**config.mk**
```make
export PLATFORM = sky130hd
export DESIGN_NAME = target_array_ctrl
export DESIGN_NICKNAME = d
export VERILOG_FILES = /design/src/rtl/target_array_ctrl.sv
export SDC_FILE = /design/constraint.sdc
export NUM_CORES = 1
export LEC_CHECK = 0
export CORE_ASPECT_RATIO = 1.2
export CORE_MARGIN = 5
export CORE_UTILIZATION = 66
export DETAILED_ROUTE_END_ITERATION = 10
export GPL_TIMING_DRIVEN = 1
export PLACE_DENSITY = 0.9
export RECOVER_POWER = 25
export SYNTH_ARGS = -nofsm -noshare
export SYNTH_HDL_FRONTEND = slang
export SYNTH_SLANG_ARGS = --single-unit
```
**constraint.sdc**
```tcl
create_clock -name clock -period 5.6 [get_ports clock]
set_input_delay 1.12 -clock clock [delete_from_list [all_inputs] [get_ports clock]]
set_output_delay 1.12 -clock clock [all_outputs]
set_load 0.01 [all_outputs]
```
**src/rtl/target_array_ctrl.sv**
```systemverilog
// Reaction-game controller: lights one random target per round, debounces the
// phototransistor returns and keeps BCD score/round counts.
module target_array_ctrl #(
  parameter int NUM_TARGETS     = 4,
  parameter int DEBOUNCE_CYCLES = 50000,
  parameter int WINDOW_CYCLES   = 100000000,
  parameter int GAP_CYCLES      = 25000000,
  parameter int ROUNDS          = 10
) (
  input  logic                   clock,
  input  logic                   reset,
  input  logic                   start,
  input  logic [NUM_TARGETS-1:0] pt_in,
  output logic [NUM_TARGETS-1:0] led_out,
  output logic [7:0]             score_bcd,
  output logic [7:0]             round_bcd,
  output logic                   hit_pulse,
  output logic                   miss_pulse,
  output logic                   game_active
);

  // state  | meaning
  // IDLE   | waiting for a start edge after reset
  // SELECT | pick the next target index, clear the window timer
  // LIT    | one LED on, waiting for its debounced hit or the window to expire
  // HIT    | scored hit: pulse, bump score and round
  // MISS   | window expired: pulse, bump round
  // GAP    | all LEDs off between rounds
  // DONE   | game over, counts held until a start edge
  typedef enum logic [2:0] {
    S_IDLE, S_SELECT, S_LIT, S_HIT, S_MISS, S_GAP, S_DONE
  } state_t;

  localparam int IDX_W = (NUM_TARGETS > 1) ? $clog2(NUM_TARGETS) : 1;
  localparam int DB_W  = (DEBOUNCE_CYCLES > 1) ? $clog2(DEBOUNCE_CYCLES) : 1;
  localparam int WIN_W = $clog2(WINDOW_CYCLES);
  localparam int GAP_W = (GAP_CYCLES > 1) ? $clog2(GAP_CYCLES) : 1;

  localparam logic [DB_W-1:0]  DB_LAST    = DB_W'(DEBOUNCE_CYCLES - 1);
  localparam logic [WIN_W-1:0] WIN_LAST   = WIN_W'(WINDOW_CYCLES - 1);
  localparam logic [GAP_W-1:0] GAP_LOAD   = GAP_W'(GAP_CYCLES - 1);
  localparam logic [7:0]       ROUNDS_BCD = {4'(ROUNDS / 10), 4'(ROUNDS % 10)};
  localparam logic [15:0]      LFSR_SEED  = 16'hACE1;

  state_t state_q, state_d;

  logic [NUM_TARGETS-1:0] sync1_q, sync1_d;
  logic [NUM_TARGETS-1:0] sync2_q, sync2_d;
  logic [NUM_TARGETS-1:0] db_q, db_d;
  logic [DB_W-1:0]        db_cnt_q [NUM_TARGETS];
  logic [DB_W-1:0]        db_cnt_d [NUM_TARGETS];

  logic                   start_s_q, start_s_d;
  logic                   start_p_q, start_p_d;
  logic [15:0]            lfsr_q, lfsr_d;
  logic [IDX_W-1:0]       idx_q, idx_d;
  logic [WIN_W-1:0]       win_q, win_d;
  logic [GAP_W-1:0]       gap_q, gap_d;

  logic [7:0]             score_q, score_d;
  logic [7:0]             round_q, round_d;
  logic [NUM_TARGETS-1:0] led_q, led_d;
  logic                   hit_q, hit_d;
  logic                   miss_q, miss_d;
  logic                   active_q, active_d;

  logic                   start_edge;
  logic                   lit_hit;
  logic                   timeout;
  logic [WIN_W-1:0]       win_inc;
  logic [IDX_W-1:0]       sel;

  function automatic logic [7:0] bcd_inc(input logic [7:0] v);
    logic [7:0] r;
    if (v == 8'h99)          r = v;
    else if (v[3:0] == 4'd9) r = {v[7:4] + 4'd1, 4'd0};
    else                     r = {v[7:4], v[3:0] + 4'd1};
    return r;
  endfunction

  always_comb begin
    sync1_d   = pt_in;
    sync2_d   = sync1_q;
    db_d      = db_q;
    start_s_d = start;
    start_p_d = start_s_q;
    lfsr_d    = {lfsr_q[14:0], lfsr_q[15] ^ lfsr_q[13] ^ lfsr_q[12] ^ lfsr_q[10]};

    // A debounced level only flips after DEBOUNCE_CYCLES straight disagreeing cycles
    for (int i = 0; i < NUM_TARGETS; i++) begin
      db_cnt_d[i] = '0;
      if (sync2_q[i] != db_q[i]) begin
        if (db_cnt_q[i] == DB_LAST) db_d[i] = sync2_q[i];
        else                        db_cnt_d[i] = db_cnt_q[i] + DB_W'(1);
      end
    end

    start_edge = start_s_q & ~start_p_q;

    lit_hit = 1'b0;
    for (int i = 0; i < NUM_TARGETS; i++) begin
      if (idx_q == IDX_W'(i)) lit_hit = db_q[i];
    end

    win_inc = win_q + WIN_W'(1);
    timeout = (win_inc == WIN_LAST);

    sel = IDX_W'(lfsr_q % 16'(NUM_TARGETS));
    if (NUM_TARGETS > 1 && sel == idx_q) begin
      sel = (sel == IDX_W'(NUM_TARGETS - 1)) ? '0 : sel + IDX_W'(1);
    end

    state_d = state_q;
    idx_d   = idx_q;
    win_d   = win_q;
    gap_d   = gap_q;
    score_d = score_q;
    round_d = round_q;

    case (state_q)
      S_IDLE, S_DONE: begin
        if (start_edge) begin
          score_d = 8'h00;
          round_d = 8'h00;
          state_d = S_SELECT;
        end
      end
      S_SELECT: begin
        idx_d   = sel;
        win_d   = '0;
        state_d = S_LIT;
      end
      S_LIT: begin
        win_d = win_inc;
        // a hit on the final window cycle still counts
        if (lit_hit)      state_d = S_HIT;
        else if (timeout) state_d = S_MISS;
      end
      S_HIT: begin
        score_d = bcd_inc(score_q);
        round_d = bcd_inc(round_q);
        gap_d   = GAP_LOAD;
        state_d = S_GAP;
      end
      S_MISS: begin
        round_d = bcd_inc(round_q);
        gap_d   = GAP_LOAD;
        state_d = S_GAP;
      end
      S_GAP: begin
        if (gap_q == '0) state_d = (round_q == ROUNDS_BCD) ? S_DONE : S_SELECT;
        else             gap_d   = gap_q - GAP_W'(1);
      end
      default: state_d = S_IDLE;
    endcase

    // Outputs are registered from the next state so they line up with it
    led_d = '0;
    for (int i = 0; i < NUM_TARGETS; i++) begin
      led_d[i] = (state_d == S_LIT) && (idx_d == IDX_W'(i));
    end
    hit_d    = (state_d == S_HIT);
    miss_d   = (state_d == S_MISS);
    active_d = (state_d != S_IDLE) && (state_d != S_DONE);
  end

  always_ff @(posedge clock) begin
    if (reset) begin
      state_q   <= S_IDLE;
      sync1_q   <= '0;
      sync2_q   <= '0;
      db_q      <= '0;
      db_cnt_q  <= '{default: '0};
      start_s_q <= 1'b0;
      start_p_q <= 1'b0;
      lfsr_q    <= LFSR_SEED;
      idx_q     <= '0;
      win_q     <= '0;
      gap_q     <= '0;
      score_q   <= 8'h00;
      round_q   <= 8'h00;
      led_q     <= '0;
      hit_q     <= 1'b0;
      miss_q    <= 1'b0;
      active_q  <= 1'b0;
    end else begin
      state_q   <= state_d;
      sync1_q   <= sync1_d;
      sync2_q   <= sync2_d;
      db_q      <= db_d;
      db_cnt_q  <= db_cnt_d;
      start_s_q <= start_s_d;
      start_p_q <= start_p_d;
      lfsr_q    <= lfsr_d;
      idx_q     <= idx_d;
      win_q     <= win_d;
      gap_q     <= gap_d;
      score_q   <= score_d;
      round_q   <= round_d;
      led_q     <= led_d;
      hit_q     <= hit_d;
      miss_q    <= miss_d;
      active_q  <= active_d;
    end
  end

  assign led_out     = led_q;
  assign score_bcd   = score_q;
  assign round_bcd   = round_q;
  assign hit_pulse   = hit_q;
  assign miss_pulse  = miss_q;
  assign game_active = active_q;

endmodule

```
# --- Word-level counts from Yosys, hierarchy flattened ---
# Cells that the tools add are included.
# Widths: inputs -> output; s select.
word_totals:
  inputBits: 7
  ff_bits: 174
  output_inout_bits: 23
  wordCells: 135
classes:
  reduce_logical: 29
  eq_ne: 38
  n_mux: 23
  bitwise: 9
  add_sub_neg: 11
op_table:
  columns: ["op", "n"]
  rows:
  - ["$add 16x1->16 const B", 4]
  - ["$eq 16x16->1 const B", 4]
  - ["$pmux 27 s2", 1]
  - ["$pmux 25 s2", 1]
  - ["$mux 8", 5]
  - ["$pmux 8 s2", 2]
  - ["$add 27x1->27 const B", 1]
  - ["$eq 27x27->1 const B", 1]
  - ["$logic_not 25->1", 1]
  - ["$mux 25", 1]
  - ["$sub 25x1->25 const B", 1]
  - ["$add 4x1->4 const B", 4]
  - ["$eq 8x8->1 const B", 2]
  - ["$mux 3", 5]
  - ["$pmux 3 s5", 1]
  - ["$eq 3x2->1 const B", 4]
  - ["$eq 3x3->1 const B", 4]
  - ["$reduce_or 3->1", 4]
  - ["$eq 2x2->1 const B", 5]
  - ["$ne 2x2->1 const B", 5]
  - ["$reduce_and 2->1", 5]
  - ["$eq 4x4->1 const B", 2]
  - ["$eq 8x5->1 const B", 1]
  - ["$reduce_and 4->1", 2]
  - ["other kinds (19)", 44]

# --- Depth between registers and ports, before layout ---
depth:
  word_depth: 9
  ltp_mapped: 9

# --- Worst setup path before layout ---
# No wires, ideal clock.
synth_timing:
  path_type: "register to register"
  from: "register gap_q[12]"
  to: "register active_q, in the netlist game_active"
  n_path_buf: 0
  arrival_ns: 2.156
  synth_period_minus_slack_ns: 2.288
  path_stages_with_launch: 8
  slack_ns: 3.312
  required_time_ns: 5.468
  setup_time_ns: 0.132
  cell_sequence: "dfxtp_1 > or3_1 > or3_1 > or4b_1 > a221oi_2 > nand2_1 > mux2i_1 > a21oi_1"
synth_via:
  elab_chain_len: 5
synth_lines:
  columns: ["element", "line", "text"]
  rows:
  - ["start, declared", "58", "logic [GAP_W-1:0] gap_q, gap_d;"]
  - ["start signal, assigned", "197", "gap_q <= gap_d;"]
  - ["$logic_not 25->1 *", "151", "if (gap_q == '0) state_d = (round_q == ROUNDS_BCD) ? S_DONE : S_SELECT;"]
  - ["$mux 3 *", "151", null]
  - ["$pmux 3 s5 *", "120", "case (state_q)"]
  - ["$ne 3x3->1 / $reduce_bool 3->1 (equally long branches)", "164", "active_d = (state_d != S_IDLE) && (state_d != S_DONE);"]
  - ["$logic_and 1x1->1 *", "164", null]
  - ["end signal, assigned", "203", "active_q <= active_d;"]
  - ["end, declared", "65", "logic active_q, active_d;"]
# Mark *: on every way between the ends. The rest lies on a longest branch, timed or not.
# A chain may end at the register's enable or synchronous reset.

==> flow_summary.json <==
{
  "cellPowerDensity_nw_per_um2": 334,
  "critPathKind": "input pin to flip-flop",
  "leakage_nw": 3.12,
  "fin_crit_ns": 3.71,
  "portBuffers": 29,
  "rsz0062_at_grt": "false",
  "tightest_slew_ns": 2.09,
  "syn_avg_cell_area_um2": 8.50,
  "cpMostUsedCell": "clkbuf_1",
  "yosysWarnings": 0,
  "ys_seq_elements": 174,
  "slew_headroom_pct": -39.0,
  "netlist.area_leader.share_pct": 43.5,
  "ctsResizeCount": 0,
  "finalSetupTns_ns": 0,
  "io_pins": 30,
  "postCtsSetupBuffers": 0,
  "rr_endpoint": "led_out[3]",
  "cts_tree": "built",
  "antenna_found_initial": 0,
  "netlist_area_um2": 8010,
  "cts_buffers": 17,
  "die_x_um": 111,
  "synth_fa_ha_area_share_pct": 2.78,
  "detail-route-antenna-nets": 0,
  "synth_most_common_cell": "dfxtp_1",
  "violations": "capacitance limit, slew limit",
  "ir_drop_mv": 0.210,
  "power_mw": 3.00,
  "clock_sinks": 174,
  "status": "complete, but fails checks",
  "grt_util_all_layers_pct": 24.1,
  "synth_ff_type": "dfxtp_1",
  "cpPeakStageDelay_ns": 1.46,
  "clock_skew_ns": 0.00526,
  "yosysTopAreaCell": "dfxtp_1",
  "ys_async_sr_fraction_pct": 0,
  "synthTopCellsByArea": "dfxtp_1 43%, nor2_1 7.0%, xor2_1 5.9%, xnor2_1 5.1%, nand2_1 4.1%",
  "dieArea_um2": 14500,
  "hpwl_mm": 10.8,
  "drive_gt1_share_pct": 5.79,
  "drc_errors": 0,
  "synth_edf_count": 0,
  "antenna_cells": 0,
  "fin_crit_sh_pct": 66.3,
  "drt_iter0_drc": 548,
  "synth_xor_xnor_area_share_pct": 11.0,
  "synth_mux_area_share_pct": 1.17,
  "htree_levels": 4,
  "syn_nets": 967,
  "ctsHoldBuffers": 0,
  "worstPathArrival_ns": 4.03,
  "fmax_mhz": 269,
  "clk_path_buf_depth": 2,
  "setup_violations": 0,
  "vias": 6634,
  "wl_per_cell_um": 14.9,
  "core_area_um2": 12000,
  "start_util_pct": 66.8,
  "grt_pass1_vias": 6375,
  "synth_top_family_by_area": "simple AND/OR/NAND/NOR gates",
  "reg2reg_slack_ns": 2.83,
  "gr-total-overflow": 0,
  "crit_slowest_cell": "clkbuf_1",
  "path_clk_slew_ns": 0.06,
  "routed_wl_mm": 16.8,
  "synthCells": 943,
  "worst_hold_startpoint": "lfsr_q[4]",
  "grt_first_pass_wirelength_mm": 29.1,
  "clkLatencyLatePin_ns": 0.43,
  "whs_path_depth": 1,
  "slew_violations": 48,
  "synth_compound_area_share_pct": 9.71,
  "r2r-start": "win_q[9]",
  "root_buffer": "clkbuf_16",
  "placementRows": 44,
  "synth_cell_types": 64,
  "start_kind": "input pin",
  "hold_viol_final": 0,
  "gp_congestion": 0.945,
  "max_cap_violations": 1,
  "synth_commonest_cells": "174 x dfxtp_1, 150 x nor2_1, 88 x nand2_1",
  "yosysSeqAreaShare_pct": 43.5,
  "yosys.area_share.simple_pct": 29.0,
  "min_path_type": "flip-flop to flip-flop",
  "drtPass1Iterations": 5,
  "syn_to_final_growth_pct": 12.1,
  "worstSetupEndpointType": "flip-flop",
  "crit_chain": "clkbuf_1 > clkbuf_1 > nand2b_1 > nor2_1",
  "via_per_inst": 5.88,
  "fin_nets": 979,
  "whs_endpoint": "lfsr_q[5]",
  "die_y_um": 131,
  "critical_path.max_fanout": 47,
  "worstPathRequired_ns": 5.91,
  "grt_max_degree": 48,
  "r2r_cells": 7
}
kinds of logic after synthesis:
logic type,count (synthesis)
fa+ha+maj,18
compound gates,120
mux,8
buf+inv,57
flops,174
simple gates,465
xor+xnor,101
layout make-up:
| cell class | instances | area [um^2] |
|---|---|---|
| tap | 161 | 201 |
| inverter | 16 | 60.1 |
| sequential | 174 | 3480 |
| clock inverter | 10 | 135 |
| fill | 837 | 3020 |
| clock buffer | 22 | 484 |
| timing repair buffer | 34 | 314 |
| multi-input combinational | 712 | 4300 |
flip-flops by register name, summed over array words and instances, names as in the netlist:
signal / count
db_cnt_q: 64
win_q: 27
gap_q: 25
lfsr_q: 16
round_bcd: 8
score_bcd: 8
db_q: 4
led_out: 4
sync1_q: 4
sync2_q: 4
state_q: 3
idx_q: 2
game_active: 1
hit_pulse: 1
miss_pulse: 1
start_p_d: 1
start_p_q: 1
per-layer routing:
layer  wire length, um  track usage (%)  vias to the layer above
met4               381             9.64                        0
met5                 0                0                        -
met3               595             5.71                       35
met1              7310             28.5                     3184
met2              8560             42.7                      143
li1                  -                -                     3272
how the worst max path moves through the flow:
stage | from | to | slack (ns) | cells past startpoint
global route | reset | gap_q[8] | 1.63 | 4
global placement | reset | db_cnt_q[14] | 2.78 | 5
finish | reset | gap_q[17] | 1.89 | 4
CTS | win_q[0] | led_out[0] | 2.92 | 8
floorplan | gap_q[12] | game_active | 3.31 | 7
detailed placement | reset | db_cnt_q[9] | 2.75 | 5
through the flow:
stage / cell area [um^2] / hold WS [ns] / worst slack (ns) / util, % / instances
2_1_floorplan: 8010 / 0.389 / 3.31 / - / 943
4_1_cts: 8990 / 0.408 / 2.92 / 74.9 / 1129
5_1_grt: 8980 / 0.428 / 1.63 / 74.8 / 1129
6_report: 8980 / 0.407 / 1.89 / 74.8 / 1129
3_3_place_gp: 8370 / 0.394 / 2.78 / 69.7 / 1097
3_5_place_dp: 8370 / 0.393 / 2.75 / 69.7 / 1097
worst max-delay path, delay by kind of cell:
family	cells	cell delay [ns]
buffers and inverters	2	2.42
AND/OR/NAND/NOR	2	0.46
placed cells by master (no fill, tap or decap), drive strengths merged, types with 27 or more instances in the layout:
master and instances:
nand3 37, nor2 150, xnor2 47, a21oi 53, nand2 88, dfxtp 174, and3 27, clkdlybuf4s50 28
xor2 54
power breakdown:
part / switching [mW] / internal (mW)
logic: 0.256 / 0.157
clock network: 0.475 / 0.747
registers: 0.0631 / 1.30
total: 0.794 / 2.20
(Power assumes the default switching activity.)
